File: src/rtl/fft_input_loader.sv
// rtl/fft_input_loader.sv - streams real samples into the four RAM_A banks and hands frames to the FFT core
module fft_input_loader #(
  parameter int N_POINTS = 2048,
  parameter int DATA_W   = 16,
  parameter int ADDR_W   = 9
) (
  input  logic              iCLK,
  input  logic              iRESET,
  input  logic              iVALID,
  input  logic [DATA_W-1:0] iSAMPLE,
  input  logic              iOFFSET_BIN,
  output logic              oREADY,
  input  logic              iFFT_RDY,
  input  logic              iRELEASE,
  output logic [DATA_W-1:0] oDATA,
  output logic [ADDR_W-1:0] oADDR_WR_0,
  output logic [ADDR_W-1:0] oADDR_WR_1,
  output logic [ADDR_W-1:0] oADDR_WR_2,
  output logic [ADDR_W-1:0] oADDR_WR_3,
  output logic              oWE_0,
  output logic              oWE_1,
  output logic              oWE_2,
  output logic              oWE_3,
  output logic              oSTART,
  output logic              oBUSY,
  output logic [15:0]       oFRAME_CNT
);

  // Sample index: low two bits pick the bank, the rest is the bank address.
  localparam int CNT_W = ADDR_W + 2;
  localparam logic [CNT_W-1:0] LAST_N = CNT_W'(N_POINTS - 1);

  typedef enum logic [2:0] {
    IDLE,
    LOAD,
    START,
    WAIT_FFT,
    WAIT_REL
  } state_t;

  state_t            state;
  state_t            next_state;
  logic [CNT_W-1:0]  n;
  logic              full;        // final sample of the frame has been accepted
  logic              accept;
  logic              frame_done;  // release taken, banks handed back to the loader
  logic              start_entry;
  logic [DATA_W-1:0] data_q;
  logic [ADDR_W-1:0] addr_q [4];
  logic [3:0]        we_q;
  logic              start_q;
  logic              busy_q;
  logic [15:0]       frame_cnt_q;

  // Ready is the only combinational output; it falls as soon as the last sample is taken.
  assign oREADY = (state == LOAD) && !full;
  assign accept = iVALID && oREADY;

  // Next-state logic; pulses outside their waiting state are simply not looked at.
  always_comb begin
    next_state  = state;
    frame_done  = 1'b0;
    start_entry = 1'b0;
    case (state)
      IDLE:     next_state = LOAD;
      LOAD: begin
        // full is set by the final acceptance, so this cycle carries the last write
        if (full) begin
          next_state  = START;
          start_entry = 1'b1;
        end
      end
      START:    next_state = WAIT_FFT;
      WAIT_FFT: if (iFFT_RDY) next_state = WAIT_REL;
      WAIT_REL: begin
        if (iRELEASE) begin
          next_state = LOAD;
          frame_done = 1'b1;
        end
      end
      default:  next_state = IDLE;
    endcase
  end

  // State register.
  always_ff @(posedge iCLK or posedge iRESET) begin
    if (iRESET) state <= IDLE;
    else        state <= next_state;
  end

  // Sample counter; it parks on the last index until the banks are released.
  always_ff @(posedge iCLK or posedge iRESET) begin
    if (iRESET) begin
      n    <= '0;
      full <= 1'b0;
    end else if (frame_done) begin
      n    <= '0;
      full <= 1'b0;
    end else if (accept) begin
      if (n == LAST_N) full <= 1'b1;
      else             n    <= n + 1'b1;
    end
  end

  // Registered load port: one bank write per accepted sample, unselected addresses hold.
  always_ff @(posedge iCLK or posedge iRESET) begin
    if (iRESET) begin
      data_q <= '0;
      we_q   <= '0;
      for (int i = 0; i < 4; i++) addr_q[i] <= '0;
    end else begin
      we_q <= '0;
      if (accept) begin
        data_q           <= {iSAMPLE[DATA_W-1] ^ iOFFSET_BIN, iSAMPLE[DATA_W-2:0]};
        we_q[n[1:0]]     <= 1'b1;
        addr_q[n[1:0]]   <= n[CNT_W-1:2];
      end
    end
  end

  // Start pulse, busy flag and completed-frame counter.
  always_ff @(posedge iCLK or posedge iRESET) begin
    if (iRESET) begin
      start_q     <= 1'b0;
      busy_q      <= 1'b0;
      frame_cnt_q <= '0;
    end else begin
      start_q <= start_entry;
      if (start_entry) begin
        busy_q <= 1'b1;
      end else if (frame_done) begin
        busy_q      <= 1'b0;
        frame_cnt_q <= frame_cnt_q + 16'd1;
      end
    end
  end

  assign oDATA      = data_q;
  assign oADDR_WR_0 = addr_q[0];
  assign oADDR_WR_1 = addr_q[1];
  assign oADDR_WR_2 = addr_q[2];
  assign oADDR_WR_3 = addr_q[3];
  assign oWE_0      = we_q[0];
  assign oWE_1      = we_q[1];
  assign oWE_2      = we_q[2];
  assign oWE_3      = we_q[3];
  assign oSTART     = start_q;
  assign oBUSY      = busy_q;
  assign oFRAME_CNT = frame_cnt_q;

endmodule
File: config.mk
export PLATFORM = sky130hd
export DESIGN_NAME = fft_input_loader
export DESIGN_NICKNAME = d
export VERILOG_FILES = /design/src/rtl/fft_input_loader.sv
export SDC_FILE = /design/constraint.sdc
export NUM_CORES = 1
export LEC_CHECK = 0
export ABC_AREA = 1
export CORE_MARGIN = 5
export CORE_UTILIZATION = 44
export DETAILED_ROUTE_END_ITERATION = 12
export HOLD_SLACK_MARGIN = 0.03
export PLACE_DENSITY_LB_ADDON = 0.25
export SLEW_MARGIN = 20
export SYNTH_ARGS = -nofsm -noshare
export SYNTH_HDL_FRONTEND = slang
export SYNTH_SLANG_ARGS = --single-unit
File: constraint.sdc
create_clock -name iCLK -period 3.06 [get_ports iCLK]
set_input_delay 0.765 -clock iCLK [delete_from_list [all_inputs] [get_ports iCLK]]
set_output_delay 0.765 -clock iCLK [all_outputs]
set_load 0.05 [all_outputs]
==> flow_summary.ini <==
[global_routing]
gr-usage-all-layers_pct = 17.0
grt_pass1_wl_um = 15100
antenna_found_initial = 0
grt_max_degree = 35
overflow = 0
grt_pass1_vias = 3048

[cells_and_area]
regArea_mm2 = 0.00223
fill_cells = 731
final_cells = 636
drive_gt1_share_pct = 7.58
syn_to_final_growth_pct = 32.3
multi_input_area_mm2 = 0.00140
fin_area_mm2 = 0.00513
final_nets = 550
diodes = 0

[synthesis]
ys_seq_elements = 89
synth.most_common_cell = nand2_1
synth_top_cell_area_share_pct = 57.4
synth_edf_count = 0
synth_flop_cell = dfrtp_1
syn_avg_cell_area_um2 = 9.17
syn_area_mm2 = 0.00388
yosysSeqAreaShare_pct = 57.4
yosys.cell_types.count = 29
ys.warnings.count = 0
syn-num-nets = 450
synthArstFlopShare_pct = 100
synth_cells = 423
yosysTopAreaCell = dfrtp_1
synth_common_cells = nand2_1, dfrtp_1, o21ai_1
netlist_top_cells_area = dfrtp_1, nand2_1, o21ai_1, inv_1, xor2_1

[place]
placed_area_mm2 = 0.00492
gp_congestion = 0.889
dpl.cell_count = 620
port_buffers = 96
hpwl_um = 6410

[route]
dr_total_vias = 3124
wl_per_cell_um = 13.9
viasPerCell = 4.91
drtPass1Iterations = 5
drc = 0
wl_met1_um = 3920
wl_um = 8840
top_layer = met4
drtAntennaViolNets = 0
drt_iter0_markers = 221
dr_wl_met3_um = 491
wl_met2_um = 4270

[cts]
htreeDepth = 3
postCtsSetupBuffers = 0
cts.clk_slew.worst_paths_ns = 0.09
cts.sinks = 89
cts-resized-gates = 0
cts_hold_buf = 0
clock-root-buffer = clkbuf_8
numCtsBuffers = 9
clock_path_buffers = 2
cts_tree = done
worstSkewPairLatency_ns = 0.35

[critical_path]
critPathLaunchType = flop
r2r_setup_slack_ns = 1.26
crit_required_ns = 2.29
critical_path_class = reg -> out
worstPathArrival_ns = 1.95
path_max_fanout = 6
end_kind = primary output

[floorplan]
die_w_um = 104
fp.dieH_um = 104
initial_utilization_pct = 44.9
io_pins = 97
die-area_mm2 = 0.0108
num_rows = 34
core_area_mm2 = 0.00864

[power_and_ir_drop]
leakage_nw = 2.46
seqPwrFrac_pct = 37.5
pwr-share-comb_pct = 42.6
switching_share_pct = 43.4
internal_power_mw = 2.40
switchingPower_mw = 1.84
power_mw = 4.24
max-vdd-ir-drop_mv = 0.489
cellPowerDensity_mw_per_mm2 = 826
p_clk_share_pct = 20.0

[timing]
whs_ns = 0.485
max_freq_mhz = 368
period_share_pct = 88.9
rsz0062_at_grt = false
slew_headroom_pct = 56.7
tns_ns = 0
period_needed_ns = 2.72
drv_slew = 0
skew_ns = 0.0114
setup_violations = 0
finalHoldViolCount = 0
tightest_slew_ns = 0.648

[job]
maxCapViolCount = 0

[outcome]
status = complete, no violations

[min_path]
hold_path.class = reg -> reg
layout make-up:
type / count / share of cell area [%]
clock buffer: 11 / 2.95
clock inverter: 5 / 1.20
inverter: 39 / 3.00
multi-input combinational: 285 / 27.4
sequential: 89 / 43.4
tap: 108 / 2.63
timing repair buffer: 99 / 19.4
logic make-up after synthesis:
logic type,after synthesis,synth area share [%]
XOR/XNOR,16,3.61
flip-flops,89,57.4
buffers and inverters,49,6.36
AO/OA/AOI/OAI,45,6.16
AND/OR/NAND/NOR,219,24.8
adder cells (fa/ha/maj),5,1.61
metrics by stage:
stage,utilization [%],setup slack [ns]
2_1_floorplan,-,1.26
5_1_grt,59.4,0.243
4_1_cts,59.4,0.323
3_5_place_dp,56.9,0.575
6_report,59.4,0.340
3_3_place_gp,56.9,0.626
worst max-delay path, cell delays in order (launching register included):
cell and delay, ns:
dfrtp_1 0.47, nor2_4 0.18, nand3_1 0.08, inv_1 0.08, clkdlybuf4s50_1 0.80
registers in the layout, summed over array words and instances (netlist names):
name / flops
oADDR_WR_3: 9
oFRAME_CNT: 16
full: 1
oDATA: 16
oADDR_WR_1: 9
oADDR_WR_2: 9
oBUSY: 1
oSTART: 1
oADDR_WR_0: 9
we_q: 4
n: 11
state: 3
power groups by stage:
| stage | sequential [mW] | combinational [mW] | clock [mW] |
|---|---|---|---|
| 3_3_place_gp | 1.61 | 1.79 | 0 |
| 5_1_grt | 1.62 | 1.95 | 0.919 |
| 6_report | 1.59 | 1.80 | 0.846 |
| 3_5_place_dp | 1.61 | 1.82 | 0 |
| 4_1_cts | 1.59 | 1.83 | 0.863 |
| 2_1_floorplan | 2.24 | 0.623 | 0 |
metal layers:
| metal | global-route usage [%] | up-vias |
|---|---|---|
| met5 | 0 | - |
| met3 | 4.03 | 11 |
| met2 | 27.7 | 85 |
| met4 | 5.83 | 0 |
| met1 | 22.3 | 1492 |
| li1 | - | 1536 |
path summary, 6_finish.rpt:
check,startpoint,endpoint,cells past startpoint
max in group asynchronous,iRESET,oDATA[5],3
min,oDATA[13],oDATA[13],2
max,state[2],oREADY,4
min reg2reg,oDATA[13],oDATA[13],2
max reg2reg,state[2],oADDR_WR_1[2],6
min in group asynchronous,iRESET,we_q[3],2
cells in the final DEF, fill, tap and decap left out, types with 2 or more instances in the layout:
master / n
nand4_1: 7
xnor2_1: 4
clkbuf_8: 11
o21ai_0: 5
nor3_2: 3
nor2_2: 3
dfrtp_1: 89
nor3_1: 4
a21oi_1: 2
nand2_1: 155
o21ai_1: 36
nand2_4: 4
inv_1: 34
clkdlybuf4s50_1: 96
buf_4: 2
nand3_2: 2
clkinv_2: 2
ha_1: 5
inv_2: 2
nor2_1: 22
xor2_1: 12
inv_6: 2
nand3_1: 15
Note: power is estimated with default switching activity, not from simulation.
